[config.mk]
export PLATFORM = sky130hd
export DESIGN_NAME = bp_cfg_dump_tx
export DESIGN_NICKNAME = d
export VERILOG_FILES = /design/src/rtl/bp_cfg_dump_tx_pkg.sv /design/src/rtl/bp_cfg_field_mux.sv /design/src/rtl/bp_cfg_dump_tx.sv
export SDC_FILE = /design/constraint.sdc
export NUM_CORES = 1
export LEC_CHECK = 0
export ABC_AREA = 1
export ABC_CLOCK_PERIOD_IN_PS = 3850
export BUFFER_PORTS_ARGS = -buffer_cell sky130_fd_sc_hd__buf_2
export CORE_UTILIZATION = 47
export CTS_CLUSTER_SIZE = 12
export DETAILED_ROUTE_END_ITERATION = 10
export GPL_TIMING_DRIVEN = 0
export MAX_ROUTING_LAYER = met4
export PLACE_DENSITY = 0.73
export SETUP_SLACK_MARGIN = 0.4
export SLEW_MARGIN = 10
export SYNTH_ARGS = -nofsm -noshare
export SYNTH_HDL_FRONTEND = slang
export SYNTH_SLANG_ARGS = --single-unit
[constraint.sdc]
create_clock -name clk_i -period 3.85 [get_ports clk_i]
set_clock_uncertainty 0.15 [all_clocks]
set_input_delay 0.5775 -clock clk_i [delete_from_list [all_inputs] [get_ports clk_i]]
set_output_delay 0.5775 -clock clk_i [all_outputs]
set_load 0.03 [all_outputs]
[src/rtl/bp_cfg_dump_tx_pkg.sv]
// Shared types and constants for the configuration dump transmitter.
// BP_CFG_DUMP_CSUM_EN selects the trailing checksum word (changes the header word count).
package bp_cfg_dump_tx_pkg;

   localparam int unsigned max_cfgs_p       = 128;
   localparam int unsigned lg_max_cfgs      = $clog2(max_cfgs_p);
   localparam int unsigned num_valid_cfgs_p = 10;
   localparam int unsigned fld_count        = 41;
   localparam int unsigned fld_id_w         = 6;

   localparam logic [7:0]  hdr_id    = 8'hFF;
   localparam logic [7:0]  csum_id   = 8'hFE;
   localparam logic [15:0] cfg_magic = 16'hB9A7;

`ifdef BP_CFG_DUMP_CSUM_EN
   localparam int unsigned words_after_hdr = fld_count + 1;
`else
   localparam int unsigned words_after_hdr = fld_count;
`endif

   typedef enum logic [fld_id_w-1:0] {
      e_cfg_fld_cc_x_dim = 6'd1, e_cfg_fld_cc_y_dim, e_cfg_fld_ic_y_dim, e_cfg_fld_mc_y_dim,
      e_cfg_fld_cac_x_dim, e_cfg_fld_sac_x_dim, e_cfg_fld_cacc_type, e_cfg_fld_sacc_type,
      e_cfg_fld_num_cce, e_cfg_fld_num_lce, e_cfg_fld_vaddr_width, e_cfg_fld_paddr_width,
      e_cfg_fld_asid_width, e_cfg_fld_branch_metadata_fwd_width, e_cfg_fld_btb_tag_width,
      e_cfg_fld_btb_idx_width, e_cfg_fld_lce_assoc, e_cfg_fld_lce_sets, e_cfg_fld_cce_block_width,
      e_cfg_fld_num_cce_instr_ram_els, e_cfg_fld_icache_sets, e_cfg_fld_icache_assoc,
      e_cfg_fld_icache_block_width, e_cfg_fld_dcache_sets, e_cfg_fld_dcache_assoc,
      e_cfg_fld_dcache_block_width, e_cfg_fld_itlb_els, e_cfg_fld_dtlb_els, e_cfg_fld_lr_sc,
      e_cfg_fld_amo_swap, e_cfg_fld_amo_fetch_logic, e_cfg_fld_amo_fetch_arithmetic,
      e_cfg_fld_l2_en, e_cfg_fld_l2_sets, e_cfg_fld_l2_assoc, e_cfg_fld_fe_queue_fifo_els,
      e_cfg_fld_fe_cmd_fifo_els, e_cfg_fld_async_coh_clk, e_cfg_fld_coh_noc_flit_width,
      e_cfg_fld_io_noc_cid_width, e_cfg_fld_io_noc_len_width
   } bp_cfg_fld_e;

   // Member order must match bp_cfg_fld_e: field id 1 occupies the MSBs.
   typedef struct packed {
      logic [31:0] cc_x_dim, cc_y_dim, ic_y_dim, mc_y_dim;
      logic [31:0] cac_x_dim, sac_x_dim, cacc_type, sacc_type;
      logic [31:0] num_cce, num_lce, vaddr_width, paddr_width;
      logic [31:0] asid_width, branch_metadata_fwd_width, btb_tag_width;
      logic [31:0] btb_idx_width, lce_assoc, lce_sets, cce_block_width;
      logic [31:0] num_cce_instr_ram_els, icache_sets, icache_assoc;
      logic [31:0] icache_block_width, dcache_sets, dcache_assoc;
      logic [31:0] dcache_block_width, itlb_els, dtlb_els, lr_sc;
      logic [31:0] amo_swap, amo_fetch_logic, amo_fetch_arithmetic;
      logic [31:0] l2_en, l2_sets, l2_assoc, fe_queue_fifo_els;
      logic [31:0] fe_cmd_fifo_els, async_coh_clk, coh_noc_flit_width;
      logic [31:0] io_noc_cid_width, io_noc_len_width;
   } bp_proc_param_s;

   // Configuration table: entry 0 is the invalid config, 1..9 are the populated builds.
   function automatic bp_proc_param_s cfg_lookup(input logic [lg_max_cfgs-1:0] idx);
      bp_proc_param_s c;
      c.cc_x_dim = 32'd1;  c.cc_y_dim = 32'd1;  c.ic_y_dim = 32'd1;  c.mc_y_dim = 32'd0;
      c.cac_x_dim = 32'd0; c.sac_x_dim = 32'd0; c.cacc_type = 32'd0; c.sacc_type = 32'd0;
      c.num_cce = 32'd1;   c.num_lce = 32'd2;   c.vaddr_width = 32'd39; c.paddr_width = 32'd40;
      c.asid_width = 32'd1; c.branch_metadata_fwd_width = 32'd36; c.btb_tag_width = 32'd9;
      c.btb_idx_width = 32'd6; c.lce_assoc = 32'd8; c.lce_sets = 32'd64; c.cce_block_width = 32'd512;
      c.num_cce_instr_ram_els = 32'd256; c.icache_sets = 32'd64; c.icache_assoc = 32'd8;
      c.icache_block_width = 32'd512; c.dcache_sets = 32'd64; c.dcache_assoc = 32'd8;
      c.dcache_block_width = 32'd512; c.itlb_els = 32'd8; c.dtlb_els = 32'd8; c.lr_sc = 32'd1;
      c.amo_swap = 32'd0; c.amo_fetch_logic = 32'd0; c.amo_fetch_arithmetic = 32'd0;
      c.l2_en = 32'd1; c.l2_sets = 32'd128; c.l2_assoc = 32'd8; c.fe_queue_fifo_els = 32'd16;
      c.fe_cmd_fifo_els = 32'd8; c.async_coh_clk = 32'd0; c.coh_noc_flit_width = 32'd128;
      c.io_noc_cid_width = 32'd2; c.io_noc_len_width = 32'd4;
      case (idx)
         7'd0: c = bp_proc_param_s'({fld_count{32'd1}});
         7'd2: begin c.lce_assoc = 32'd4; c.icache_assoc = 32'd4; c.dcache_assoc = 32'd4; end
         7'd3: begin c.cc_x_dim = 32'd2; c.num_cce = 32'd2;  c.num_lce = 32'd4;  end
         7'd4: begin c.cc_x_dim = 32'd3; c.num_cce = 32'd3;  c.num_lce = 32'd6;  end
         7'd5: begin c.cc_x_dim = 32'd2; c.cc_y_dim = 32'd2; c.num_cce = 32'd4;  c.num_lce = 32'd8;  end
         7'd6: begin c.cc_x_dim = 32'd3; c.cc_y_dim = 32'd2; c.num_cce = 32'd6;  c.num_lce = 32'd12; end
         7'd7: begin c.cc_x_dim = 32'd4; c.cc_y_dim = 32'd2; c.num_cce = 32'd8;  c.num_lce = 32'd16; end
         7'd8: begin c.cc_x_dim = 32'd4; c.cc_y_dim = 32'd3; c.num_cce = 32'd12; c.num_lce = 32'd24; end
         7'd9: begin
            c.cc_x_dim = 32'd4; c.cc_y_dim = 32'd4; c.num_cce = 32'd16; c.num_lce = 32'd32;
            c.io_noc_cid_width = 32'd1;
         end
         default: ;
      endcase
      return c;
   endfunction

   function automatic logic [63:0] make_hdr(input logic [lg_max_cfgs-1:0] idx, input logic inv);
      return {hdr_id, cfg_magic, 8'(idx), 8'(words_after_hdr), 23'd0, inv};
   endfunction

endpackage

[src/rtl/bp_cfg_field_mux.sv]
// Combinational selector: returns the 32-bit value of one configuration field by id.
module bp_cfg_field_mux
   import bp_cfg_dump_tx_pkg::*;
(
   input  bp_proc_param_s        i_cfg,
   input  logic [fld_id_w-1:0]   i_fld_id,
   output logic [31:0]           o_val_c
);
   localparam int unsigned flat_w_lp = $bits(bp_proc_param_s);
   localparam int unsigned lsb_w_lp  = $clog2(flat_w_lp);

   logic [flat_w_lp-1:0] w_flat;
   logic [fld_id_w-1:0]  w_slot;
   logic [lsb_w_lp-1:0]  w_lsb;

   assign w_flat = i_cfg;
   assign w_slot = fld_id_w'(fld_count) - i_fld_id;
   assign w_lsb  = lsb_w_lp'({w_slot, 5'd0});

   always_comb begin
      o_val_c = '0;
      if (i_fld_id >= e_cfg_fld_cc_x_dim && i_fld_id <= e_cfg_fld_io_noc_len_width)
         o_val_c = w_flat[w_lsb +: 32];
   end

endmodule

[src/rtl/bp_cfg_dump_tx.sv]
// Streams one configuration-table entry as a header word followed by one word per field.
// Defining BP_CFG_DUMP_CSUM_EN appends a checksum word after the last field.
module bp_cfg_dump_tx
   import bp_cfg_dump_tx_pkg::*;
(
   input  logic                   clk_i,
   input  logic                   reset_n_i,
   input  logic [lg_max_cfgs-1:0] cfg_sel_i,
   input  logic                   start_v_i,
   output logic                   start_ready_o,
   output logic [63:0]            data_o,
   output logic                   v_o,
   input  logic                   ready_i,
   output logic                   last_o,
   output logic                   done_o
);

`ifdef BP_CFG_DUMP_CSUM_EN
   typedef enum logic [1:0] {s_idle, s_hdr, s_field, s_csum} state_e;
`else
   typedef enum logic [1:0] {s_idle, s_hdr, s_field} state_e;
`endif

   state_e                 r_state, w_state_nxt;
   logic [fld_id_w-1:0]    r_cnt, w_cnt_nxt;
   logic [lg_max_cfgs-1:0] r_idx, w_idx_nxt;
   logic [63:0]            r_data, w_data_nxt;
   logic                   r_v, w_v_nxt;
   logic                   r_last, w_last_nxt;
   logic                   r_done, w_done_nxt;
`ifdef BP_CFG_DUMP_CSUM_EN
   logic [31:0]            r_csum, w_csum_nxt;
`endif

   logic                   w_fire;
   logic                   w_sel_ok;
   logic [fld_id_w-1:0]    w_fld_id;
   logic [31:0]            w_fld_val;
   bp_proc_param_s         w_cfg;

   assign w_fire   = r_v & ready_i;
   assign w_sel_ok = cfg_sel_i < lg_max_cfgs'(num_valid_cfgs_p);
   assign w_fld_id = r_cnt + fld_id_w'(1);
   assign w_cfg    = cfg_lookup(r_idx);

   bp_cfg_field_mux u_field_mux (
      .i_cfg    (w_cfg),
      .i_fld_id (w_fld_id),
      .o_val_c  (w_fld_val)
   );

   always_comb begin
      w_state_nxt = r_state;
      w_cnt_nxt   = r_cnt;
      w_idx_nxt   = r_idx;
      w_data_nxt  = r_data;
      w_v_nxt     = r_v;
      w_last_nxt  = r_last;
      w_done_nxt  = 1'b0;
`ifdef BP_CFG_DUMP_CSUM_EN
      w_csum_nxt  = r_csum;
      if (w_fire && r_state != s_csum) w_csum_nxt = r_csum + r_data[31:0];
`endif
      case (r_state)
         s_idle: if (start_v_i) begin
            // Out-of-range selects dump the invalid config (entry 0) with the flag set
            w_idx_nxt   = w_sel_ok ? cfg_sel_i : '0;
            w_data_nxt  = make_hdr(w_idx_nxt, !w_sel_ok);
            w_v_nxt     = 1'b1;
            w_last_nxt  = 1'b0;
            w_cnt_nxt   = '0;
            w_state_nxt = s_hdr;
`ifdef BP_CFG_DUMP_CSUM_EN
            w_csum_nxt  = '0;
`endif
         end
         s_hdr, s_field: if (w_fire) begin
            if (r_cnt == fld_id_w'(fld_count)) begin
`ifdef BP_CFG_DUMP_CSUM_EN
               w_state_nxt = s_csum;
               w_data_nxt  = {csum_id, 24'd0, r_csum + r_data[31:0]};
               w_last_nxt  = 1'b1;
`else
               w_state_nxt = s_idle;
               w_cnt_nxt   = '0;
               w_data_nxt  = '0;
               w_v_nxt     = 1'b0;
               w_last_nxt  = 1'b0;
               w_done_nxt  = 1'b1;
`endif
            end else begin
               w_state_nxt = s_field;
               w_cnt_nxt   = w_fld_id;
               w_data_nxt  = {2'b00, w_fld_id, 24'd0, w_fld_val};
`ifdef BP_CFG_DUMP_CSUM_EN
               w_last_nxt  = 1'b0;
`else
               w_last_nxt  = (w_fld_id == fld_id_w'(fld_count));
`endif
            end
         end
`ifdef BP_CFG_DUMP_CSUM_EN
         s_csum: if (w_fire) begin
            w_state_nxt = s_idle;
            w_cnt_nxt   = '0;
            w_data_nxt  = '0;
            w_v_nxt     = 1'b0;
            w_last_nxt  = 1'b0;
            w_done_nxt  = 1'b1;
         end
`endif
         default: ;
      endcase
   end

   always_ff @(posedge clk_i) begin
      if (!reset_n_i) begin
         r_state <= s_idle;
         r_cnt   <= '0;
         r_idx   <= '0;
         r_data  <= '0;
         r_v     <= 1'b0;
         r_last  <= 1'b0;
         r_done  <= 1'b0;
      end else begin
         r_state <= w_state_nxt;
         r_cnt   <= w_cnt_nxt;
         r_idx   <= w_idx_nxt;
         r_data  <= w_data_nxt;
         r_v     <= w_v_nxt;
         r_last  <= w_last_nxt;
         r_done  <= w_done_nxt;
      end
   end

`ifdef BP_CFG_DUMP_CSUM_EN
   always_ff @(posedge clk_i) begin
      if (!reset_n_i) r_csum <= '0;
      else            r_csum <= w_csum_nxt;
   end
`endif

   assign start_ready_o = (r_state == s_idle);
   assign data_o        = r_data;
   assign v_o           = r_v;
   assign last_o        = r_last;
   assign done_o        = r_done;

endmodule
==> run_results.csv, run 1 <==
group,metric,value,unit
synthesis,syn-cell-area,2823,µm²
routing,viasPerCell,5.030,
clock_network,clkSinkCount,41,
synthesis,yosys.area.top_type,"sky130_fd_sc_hd__dfxtp_1",
routing,drt-pass1-iter-count,5,
timing,final.setup.tns,0,ns
timing,final_min_period_over_clock_period,0.8331,
clock_network,tritoncts,"built",
clock_network,clock_path_buffers,2,
outcome,outcome,"finished clean",
synthesis,synth.most_common_cell,"sky130_fd_sc_hd__nand2_1",
cells_and_area,num-nets-final,541,
setup_path,critical_path.startpoint_type,"register",
synthesis,synth_enable_flop_cells,0,
clock_network,clkTransAtPathRegs,0.09,ns
synthesis,ys.flop_type,"sky130_fd_sc_hd__dfxtp_1",
routing,routed_wire_length_per_instance,12.85,µm
cells_and_area,instances_no_fill,598,
timing,layout_min_cycle_time,3.208,ns
global_routing,grt_pass1_wl,12.53,mm
global_routing,grt_pass1_vias,2629,
timing,max_slew.worst_pin.slew,0.5358,ns
cells_and_area,filler_cell_count,582,
cells_and_area,multiInputGateArea,1605,µm²
synthesis,yosysSeqAreaShare,0.2908,
power,vdd_ir_drop_max,0.2650,mV
setup_path,worstPathMaxFanout,10,
routing,num_vias,3008,
placed_design,numPortBuffers,52,
cells_and_area,flow.area_growth_from_synthesis,20.08,%
timing,finalHoldViolations,0,
clock_network,cts_max_level,2,
synthesis,synthTopCellsByArea,"sky130_fd_sc_hd__dfxtp_1 29%, sky130_fd_sc_hd__nand2_1 17%, sky130_fd_sc_hd__buf_4 11%",
hold_path,worst_hold_path_type,"reg -> reg",
setup_path,critical_path.endpoint_type,"register",
setup_path,crit_path_top_delay_cell,"sky130_fd_sc_hd__ha_1",
synthesis,most_common_library_cells_after_synthesis,"126 x sky130_fd_sc_hd__nand2_1, 43 x sky130_fd_sc_hd__nor2_1, 41 x sky130_fd_sc_hd__buf_4, 41 x sky130_fd_sc_hd__dfxtp_1, 36 x sky130_fd_sc_hd__inv_1",
clock_network,post-cts-setup-buffers,0,
clock_network,clk_root_buffer_cell,"sky130_fd_sc_hd__clkbuf_8",
global_routing,grt_max_degree,17,
global_routing,globalRouteOverflowTotal,0,
setup_path,longest_individual_stage_delay_on_the_worst_path,0.43,ns
synthesis,synth_cells,441,
clock_network,clk_latency,0.31,ns
cells_and_area,final_layout_size_suffix_gt1_frac,0.2452,
setup_path,cp.arrival,3.31,ns
synthesis,synthDominantCellAreaShare,0.2908,
synthesis,synthDistinctLibCells,34,
clock_network,clock_buffers_created_by_tritoncts,5,
die,fp-row-count,27,
hold_path,min_from,"data_o[38]",
setup_path,critPathKind,"reg -> reg",
setup_path,path_cells,"clkbuf_4 -> inv_1 -> clkbuf_2 -> ha_4 -> clkinv_2 -> ha_1 -> clkbuf_2 -> nand2_1 -> nor2_1 -> a31oi_1 -> nor3_1 -> nand3_1 -> nand2_1",
synthesis,async_flop_share,0,
placed_design,routabilityCongestion,0.9955,
timing,final_critical_path_setup_slack,0.6425,ns
timing,setup_viol,0,
routing,routed_wl,7.685,mm
die,dieWidth,79.50,µm
die,fp.dieArea,6319,µm²
timing,slew_violations,0,
die,fp.coreArea,5642,µm²
timing,unrepaired_setup_endpoints_after_global_routing,"no",
synthesis,yosys_warnings,0,
power,leakagePower,1.783,nW
routing,ant_nets,0,
placed_design,preCtsSetupSlack,-0.1634,ns
die,io_pins,79,
timing,clock.fmax,0.3118,GHz
placed_design,placed_cells,590,
setup_path,critical_path.reg2reg.startpoint,"r_cnt[0]",
global_routing,track_usage,0.2603,
die,initial_utilization,0.5003,
timing,slew_hr,0.6428,
power,total_power,2.194,mW
setup_path,crit_required,3.95,ns
cells_and_area,final-seq-area,822.0,µm²
power,pwr_density,647.2,nW/µm²
global_routing,initial_antenna_violation_count,0,
setup_path,worstSetupStartpoint,"r_cnt[0]",
flow_run,timing.max_cap.violations,0,
cells_and_area,antenna_cells,0,
synthesis,seq_cells_post_synth,41,
placed_design,hpwlAfterDp,5.879,mm
synthesis,syn_area_per_cell,6.401,µm²
routing,remaining_drc_errors,0,
die,die_h,79.50,µm
routing,drt_iter0_drc,216,
==> cells by family after synthesis <==
group | Yosys count | share of synthesized area
and+or+nand+nor | 229 | 0.3466
xor gates and xnor gates | 3 | 0.02527
AOI/OAI and AO/OA | 69 | 0.1330
buffers and inverters | 93 | 0.1809
DFF | 41 | 0.2908
adders and majority gates | 5 | 0.02216
other | 1 | 0.001329
==> sequential cells by signal, indices dropped and copies added (netlist names) <==
signal / count
r_cnt: 6
last_o: 1
data_o: 23
r_idx: 7
r_state: 2
v_o: 1
done_o: 1
==> layer usage <==
metal	routed length [µm]	vias up	track usage
met3	616	11	0.04457
met5	0	-	-
li1	-	1531	-
met2	3555	129	0.4171
met1	3400	1337	0.3368
met4	112	0	0.07091
==> power by group <==
group / total, mW / internal, mW / switching [mW]
logic: 1.35 / 0.410 / 0.939
clock network: 0.300 / 0.131 / 0.169
registers: 0.545 / 0.487 / 0.0584
==> final cells by class <==
class	count	area share
Clock inverter	3	0.007383
Clock buffer	5	0.02030
Tap cell	72	0.02658
Inverter	41	0.04651
Sequential cell	41	0.2425
Timing Repair Buffer	52	0.07678
Multi-Input combinational cell	332	0.4736
Buffer	52	0.1063
==> timing repair <==
| action | 4_1_cts | 5_1_grt |
|---|---|---|
| cloned | 0 | 0 |
| resized for setup | 5 | 8 |
| setup endpoints to repair | 10 | 14 |
| hold buffers | 0 | 0 |
==> final timing paths <==
path | cells after the start | slack (ns) | end
setup reg to reg | 13 | 0.64 | data_o[4]
hold / removal | 2 | 0.29 | data_o[38]
setup / recovery | 13 | 0.64 | data_o[4]
hold reg to reg | 2 | 0.29 | data_o[38]
==> through the flow <==
step | hold WS, ns | area [µm²] | util
after floorplan | 0.2893 | 2917 | -
after global placement | 0.2745 | 3267 | 0.5791
after detailed placement | 0.2844 | 3267 | 0.5791
after CTS | 0.2982 | 3377 | 0.5986
after global routing | 0.3120 | 3390 | 0.6008
final | 0.2947 | 3390 | 0.6008
==> worst max-delay path: cells and delay by family, from the launching register on <==
kind            cells  cell delay [ns]
simple gates        5             0.67
buf+inv             5             0.98
fa+ha+maj           2             0.81
compound gates      1             0.11
flops               1             0.42
==> cell usage in the layout (no fill, tap or decap), types with 3 or more instances in the layout <==
cell                       count
sky130_fd_sc_hd__clkbuf_8      5
sky130_fd_sc_hd__o211ai_1      3
sky130_fd_sc_hd__clkbuf_1      4
sky130_fd_sc_hd__o21ai_0      31
sky130_fd_sc_hd__a21oi_1      25
sky130_fd_sc_hd__nand2_1     125
sky130_fd_sc_hd__nor2_2        4
sky130_fd_sc_hd__conb_1       26
sky130_fd_sc_hd__nand4_1       5
sky130_fd_sc_hd__inv_1        36
sky130_fd_sc_hd__ha_1          4
sky130_fd_sc_hd__buf_4        41
sky130_fd_sc_hd__dfxtp_1      40
sky130_fd_sc_hd__nor2_1       41
sky130_fd_sc_hd__buf_2        56
sky130_fd_sc_hd__nand3_1      34
sky130_fd_sc_hd__nand2_2       3
sky130_fd_sc_hd__nor3_1       11
(Power assumes the default switching activity.)
==> run 2, diff against run 1 <==
--- a/config.mk
+++ b/config.mk
@@ -6,14 +6,14 @@
 export NUM_CORES = 1
 export LEC_CHECK = 0
 export ABC_AREA = 1
-export ABC_CLOCK_PERIOD_IN_PS = 3850
+export ABC_CLOCK_PERIOD_IN_PS = 2600
 export BUFFER_PORTS_ARGS = -buffer_cell sky130_fd_sc_hd__buf_2
 export CORE_UTILIZATION = 47
 export CTS_CLUSTER_SIZE = 12
 export DETAILED_ROUTE_END_ITERATION = 10
 export GPL_TIMING_DRIVEN = 0
 export MAX_ROUTING_LAYER = met4
-export PLACE_DENSITY = 0.73
+export PLACE_DENSITY = 0.76
 export SETUP_SLACK_MARGIN = 0.4
 export SLEW_MARGIN = 10
 export SYNTH_ARGS = -nofsm -noshare
==> constraint.sdc (replaced) <==
create_clock -name clk_i -period 2.6 [get_ports clk_i]
set_clock_uncertainty 0.15 [all_clocks]
set_input_delay 0.39 -clock clk_i [delete_from_list [all_inputs] [get_ports clk_i]]
set_output_delay 0.39 -clock clk_i [all_outputs]
set_load 0.03 [all_outputs]
==> run_results.csv, run 2 (synthesized netlist as in run 1, its figures left out) <==
group,metric,value,unit
hold_path,min_from,"ready_i",
clock_network,clkTransAtPathRegs,0.07,ns
cells_and_area,final_layout_size_suffix_gt1_frac,0.3303,
hold_path,whs_path_cells,3,
placed_design,hpwlAfterDp,5.909,mm
routing,met3_wirelength,508,µm
setup_path,r2r_slack,0.27,ns
routing,drt_iter0_drc,244,
setup_path,critical_path.startpoint_type,"register",
setup_path,critical_path.top_delay_family,"buffers and inverters",
die,fp-row-count,27,
setup_path,crit_required,2.68,ns
cells_and_area,layout.cells.most_common_list,"117 x sky130_fd_sc_hd__nand2_1, 59 x sky130_fd_sc_hd__buf_4, 54 x sky130_fd_sc_hd__buf_2, 39 x sky130_fd_sc_hd__dfxtp_1, 36 x sky130_fd_sc_hd__nor2_1",
die,initial_utilization,0.5003,
die,fp.dieArea,6319,µm²
clock_network,cts_max_level,2,
setup_path,critical_path.endpoint_type,"register",
placed_design,numPortBuffers,52,
die,io_pins,79,
clock_network,clk_latency,0.29,ns
timing,max_slew.worst_pin.slew,0.5946,ns
clock_network,tritoncts,"built",
routing,ant_nets,0,
clock_network,clock_buffers_created_by_tritoncts,5,
global_routing,track_usage,0.2752,
power,leakagePower,1.944,nW
routing,met2_length,3.964,mm
timing,slew_violations,0,
setup_path,critPathKind,"reg -> reg",
timing,clock.fmax,0.4285,GHz
routing,drt-pass1-iter-count,5,
flow_run,timing.max_cap.violations,0,
setup_path,critical_path.reg2reg.startpoint,"r_cnt[0]",
clock_network,clkSinkCount,41,
timing,slew_hr,0.6036,
die,dieWidth,79.50,µm
routing,routed_wire_length_per_instance,13.20,µm
global_routing,globalRouteOverflowTotal,0,
die,fp.coreArea,5642,µm²
setup_path,path_cells,"clkbuf_16 -> inv_6 -> clkbuf_16 -> ha_4 -> clkinv_8 -> ha_4 -> buf_12 -> xor2_4 -> nand2_1 -> nand2_1 -> nand2_1 -> nand2_1 -> a21oi_2 -> nand2_1 -> a21oi_1",
timing,layout_min_cycle_time,2.334,ns
routing,viasPerCell,5.083,
global_routing,grt_max_degree,17,
hold_path,worst_hold_path_type,"in -> reg",
clock_network,clock_path_buffers,2,
routing,highest_layer,"met4",
cells_and_area,num-nets-final,560,
setup_path,longest_individual_stage_delay_on_the_worst_path,0.36,ns
setup_path,worstSetupStartpoint,"r_cnt[0]",
cells_and_area,largest_reg_flops,23,
timing,unrepaired_setup_endpoints_after_global_routing,"yes",
timing,setup_viol,0,
setup_path,crit_path_top_delay_cell,"sky130_fd_sc_hd__dfxtp_4",
global_routing,initial_antenna_violation_count,0,
cells_and_area,flow.area_growth_from_synthesis,35.15,%
timing,final_min_period_over_clock_period,0.8975,
global_routing,grt_pass1_vias,2854,
setup_path,cp.arrival,2.41,ns
routing,num_vias,3136,
global_routing,grt_pass1_wl,13.12,mm
timing,finalHoldViolations,0,
setup_path,worstPathMaxFanout,7,
setup_path,path_depth,15,
timing,finalHoldWorstSlack,0.2133,ns
placed_design,routabilityCongestion,0.9543,
power,vdd_ir_drop_max,0.7128,mV
routing,m1WireLength,3.474,mm
cells_and_area,layout_commonest_cell,"sky130_fd_sc_hd__nand2_1",
routing,routed_wl,8.147,mm
clock_network,clk_root_buffer_cell,"sky130_fd_sc_hd__clkbuf_8",
setup_path,timing.reg2reg.worst_path_depth,15,
cells_and_area,fraction_of_the_core_area_covered_by_cells_at_the_end_of_the_flow,0.6762,
die,die_h,79.50,µm
routing,remaining_drc_errors,0,
power,pwr_density,998.7,nW/µm²
outcome,outcome,"finished clean",
setup_path,cp.buffers_inverters,5,
setup_path,worst_path_most_repeated_cell,"sky130_fd_sc_hd__nand2_1",
cells_and_area,antenna_cells,0,
-- run 2: changes by cell type in the layout (fill, tap and decap cells not counted), sizes merged --
| cell | before | now |
|---|---|---|
| clkinvlp | 1 | 0 |
| inv | 40 | 39 |
| clkbuf | 12 | 14 |
| buf | 97 | 116 |
-- run 2: worst paths after layout --
kind	endpoint
worst max-delay path	data_o[0]
worst min register to register	data_o[36]
worst max register to register	data_o[0]
worst min-delay path	done_o
-- run 2: power breakdown --
| group | internal [mW] | switching (mW) | total, mW | leakage (nW) |
|---|---|---|---|---|
| registers | 0.726 | 0.0628 | 0.789 | 0.335 |
| clock network | 0.240 | 0.219 | 0.459 | 0.0542 |
| logic | 0.931 | 1.63 | 2.56 | 1.56 |
| total | 1.90 | 1.91 | 3.81 | 1.94 |
-- run 2: cell type report --
cell class / count / area [µm²]
plain buffers: 52 / 426.7
multi-input cells: 332 / 1770
flip-flops and latches: 41 / 828.3
well taps: 72 / 90.09
clock buffers: 7 / 96.34
fillers: 516 / 1827
clock inverters: 1 / 5.005
inverters: 41 / 178.9
repair buffers: 71 / 419.2
-- run 2: timing repair --
item	4_1_cts	5_1_grt
hold buffers	0	0
resized for setup	33	7
setup endpoints to repair	20	26
hold endpoints to repair	0	0
setup buffers	17	2
pin swaps	13	5
-- run 2: metrics by stage --
stage / setup WS (ns) / instances / instance area [µm²] / setup TNS (ns) / power, mW
after floorplan: 0.3339 / 466 / 3033 / 0 / 2.413
after global placement: -0.03367 / 590 / 3383 / -0.07211 / 2.879
after detailed placement: -0.03095 / 590 / 3383 / -0.1238 / 2.883
after CTS: 0.3228 / 615 / 3785 / 0 / 3.723
after global routing: 0.1819 / 617 / 3815 / 0 / 4.053
final: 0.2664 / 617 / 3815 / 0 / 3.810
-- run 2: worst reg2reg max path, cell delays in order, from the launching register on --
cell	delay, ns
sky130_fd_sc_hd__dfxtp_4	0.36
sky130_fd_sc_hd__clkbuf_16	0.13
sky130_fd_sc_hd__inv_6	0.03
sky130_fd_sc_hd__clkbuf_16	0.13
sky130_fd_sc_hd__ha_4	0.30
sky130_fd_sc_hd__clkinv_8	0.06
sky130_fd_sc_hd__ha_4	0.18
sky130_fd_sc_hd__buf_12	0.13
sky130_fd_sc_hd__xor2_4	0.21
sky130_fd_sc_hd__nand2_1	0.10
sky130_fd_sc_hd__nand2_1	0.05
sky130_fd_sc_hd__nand2_1	0.06
sky130_fd_sc_hd__nand2_1	0.07
sky130_fd_sc_hd__a21oi_2	0.13
sky130_fd_sc_hd__nand2_1	0.07
sky130_fd_sc_hd__a21oi_1	0.12
-- run 2: routing by layer --
metal / up-vias / track usage
li1: 1576 / -
met1: 1413 / 0.3329
met2: 128 / 0.4504
met3: 19 / 0.04229
met4: 0 / 0.1236
met5: - / -
==> run 3, diff against run 2 <==
--- a/config.mk
+++ b/config.mk
@@ -13,7 +13,7 @@
 export DETAILED_ROUTE_END_ITERATION = 10
 export GPL_TIMING_DRIVEN = 0
 export MAX_ROUTING_LAYER = met4
-export PLACE_DENSITY = 0.76
+export PLACE_DENSITY = 0.8
 export SETUP_SLACK_MARGIN = 0.4
 export SLEW_MARGIN = 10
 export SYNTH_ARGS = -nofsm -noshare
==> run_results.csv, run 3 (synthesized netlist as in run 1, its figures left out) <==
group,metric,value,unit
die,io_pins,79,
timing,final_critical_path_setup_slack,0.1787,ns
power,pwr_density,1009,nW/µm²
power,vdd_ir_drop_max,0.5690,mV
placed_design,routabilityCongestion,0.9967,
power,total_power,3.913,mW
die,fp-row-count,27,
clock_network,clock_path_buffers,2,
routing,ant_nets,0,
global_routing,grt_pass1_wl,13.03,mm
timing,final_min_period_over_clock_period,0.9313,
routing,drt_iter0_drc,270,
cells_and_area,final_layout_size_suffix_gt1_frac,0.3437,
die,fp.dieArea,6319,µm²
clock_network,clk_latency,0.31,ns
global_routing,grt_max_degree,17,
cells_and_area,filler_cell_count,471,
global_routing,initial_antenna_violation_count,0,
timing,finalHoldWorstSlack,0.1892,ns
setup_path,cp.arrival,2.52,ns
die,initial_utilization,0.5003,
cells_and_area,layout.cells.most_common_list,"114 x sky130_fd_sc_hd__nand2_1, 58 x sky130_fd_sc_hd__buf_4, 54 x sky130_fd_sc_hd__buf_2, 38 x sky130_fd_sc_hd__dfxtp_1, 36 x sky130_fd_sc_hd__nor2_1",
cells_and_area,instances_no_fill,619,
timing,slew_hr,0.6617,
routing,routed_wire_length_per_instance,13.83,µm
clock_network,cts_max_level,2,
timing,slew_violations,0,
setup_path,longest_individual_stage_delay_on_the_worst_path,0.38,ns
setup_path,worstPathMaxFanout,7,
setup_path,crit_path_top_delay_cell,"sky130_fd_sc_hd__dfxtp_4",
placed_design,placed_cells,590,
global_routing,grt_pass1_vias,2820,
die,die_h,79.50,µm
clock_network,clkSinkCount,41,
die,fp.coreArea,5642,µm²
timing,clock.fmax,0.4130,GHz
setup_path,critical_path.endpoint_type,"register",
cells_and_area,layout_commonest_cell,"sky130_fd_sc_hd__nand2_1",
flow_run,timing.max_cap.violations,0,
cells_and_area,antenna_cells,0,
timing,max_slew.worst_pin.slew,0.5074,ns
cells_and_area,flow.area_growth_from_synthesis,37.41,%
cells_and_area,largest_reg_flops,23,
routing,num_vias,3230,
cells_and_area,fin_area,3879,µm²
routing,drt-pass1-iter-count,5,
setup_path,path_cells,"clkbuf_16 -> inv_6 -> clkbuf_16 -> ha_4 -> clkinv_8 -> ha_4 -> inv_2 -> nand2_1 -> nand2_1 -> a21oi_1 -> nand4_1 -> o21ai_2",
routing,routed_wl,8.562,mm
timing,finalHoldViolations,0,
routing,remaining_drc_errors,0,
clock_network,clkTransAtPathRegs,0.09,ns
placed_design,hpwlAfterDp,5.916,mm
setup_path,critical_path.top_delay_family,"adder cells",
setup_path,cp.buffers_inverters,5,
global_routing,globalRouteOverflowTotal,0,
routing,viasPerCell,5.218,
timing,unrepaired_setup_endpoints_after_global_routing,"yes",
outcome,outcome,"finished clean",
setup_path,r2r_slack,0.18,ns
clock_network,clock_buffers_created_by_tritoncts,5,
placed_design,preCtsSetupSlack,-0.1085,ns
clock_network,tritoncts,"built",
placed_design,placed_area,3383,µm²
hold_path,worst_hold_path_type,"in -> reg",
global_routing,track_usage,0.2713,
clock_network,clk_root_buffer_cell,"sky130_fd_sc_hd__clkbuf_8",
setup_path,critPathKind,"reg -> reg",
timing,layout_min_cycle_time,2.421,ns
die,dieWidth,79.50,µm
cells_and_area,fraction_of_the_core_area_covered_by_cells_at_the_end_of_the_flow,0.6875,
setup_path,crit_required,2.70,ns
timing,setup_viol,0,
placed_design,numPortBuffers,52,
timing,final.setup.tns,0,ns
power,leakagePower,1.967,nW
setup_path,critical_path.startpoint_type,"register",
clock_network,ctsHoldBuffers,0,
cells_and_area,num-nets-final,562,
[run 3: cell count changes in the layout (fill, tap and decap cells not counted), sizes merged]
cell / change
inv: +1
clkbuf: -1
buf: +1
clkinv: +1
[run 3: where the power goes]
part           switching (mW)  total (mW)  internal (mW)
Clock                   0.252       0.443          0.191
Sequential             0.0630       0.789          0.726
Combinational            1.69        2.68          0.988
[run 3: per-layer routing]
layer / wire, µm / global-route usage / vias to the layer above
met5: 0 / - / -
met4: 235 / 0.1236 / 0
met3: 867 / 0.04229 / 25
met2: 4018 / 0.4376 / 176
met1: 3440 / 0.3319 / 1450
li1: - / - / 1579
[run 3: cell type report]
cell class | instances | area (µm²) | area share
Multi-Input combinational cell | 332 | 1803 | 0.4648
Sequential cell | 41 | 829.5 | 0.2139
Buffer | 52 | 437.9 | 0.1129
Inverter | 41 | 176.4 | 0.04548
Clock inverter | 3 | 22.52 | 0.005806
Timing Repair Buffer | 73 | 450.4 | 0.1161
Clock buffer | 5 | 68.82 | 0.01774
Tap cell | 72 | 90.09 | 0.02323
[run 3: worst register-to-register path: cells and delay by family, from the launching register on]
| kind | cells | cell delay (ns) |
|---|---|---|
| AND/OR/NAND/NOR | 3 | 0.37 |
| AO/OA/AOI/OAI | 2 | 0.35 |
| buffers and inverters | 5 | 0.47 |
| adder cells (fa/ha/maj) | 2 | 0.64 |
| flip-flops | 1 | 0.38 |
[run 3: what timing repair did]
item	in CTS	in global routing
cloned	0	2
setup buffers	12	7
endpoints found under the setup margin	23	30
resized for setup	21	32
hold endpoints to repair	0	0
pin swaps	7	13
[run 3: final timing paths]
kind | from | end | cells after the start
min | ready_i | done_o | 3
max | r_cnt[0] | data_o[7] | 12
min reg2reg | data_o[36] | data_o[36] | 2
max reg2reg | r_cnt[0] | data_o[7] | 12
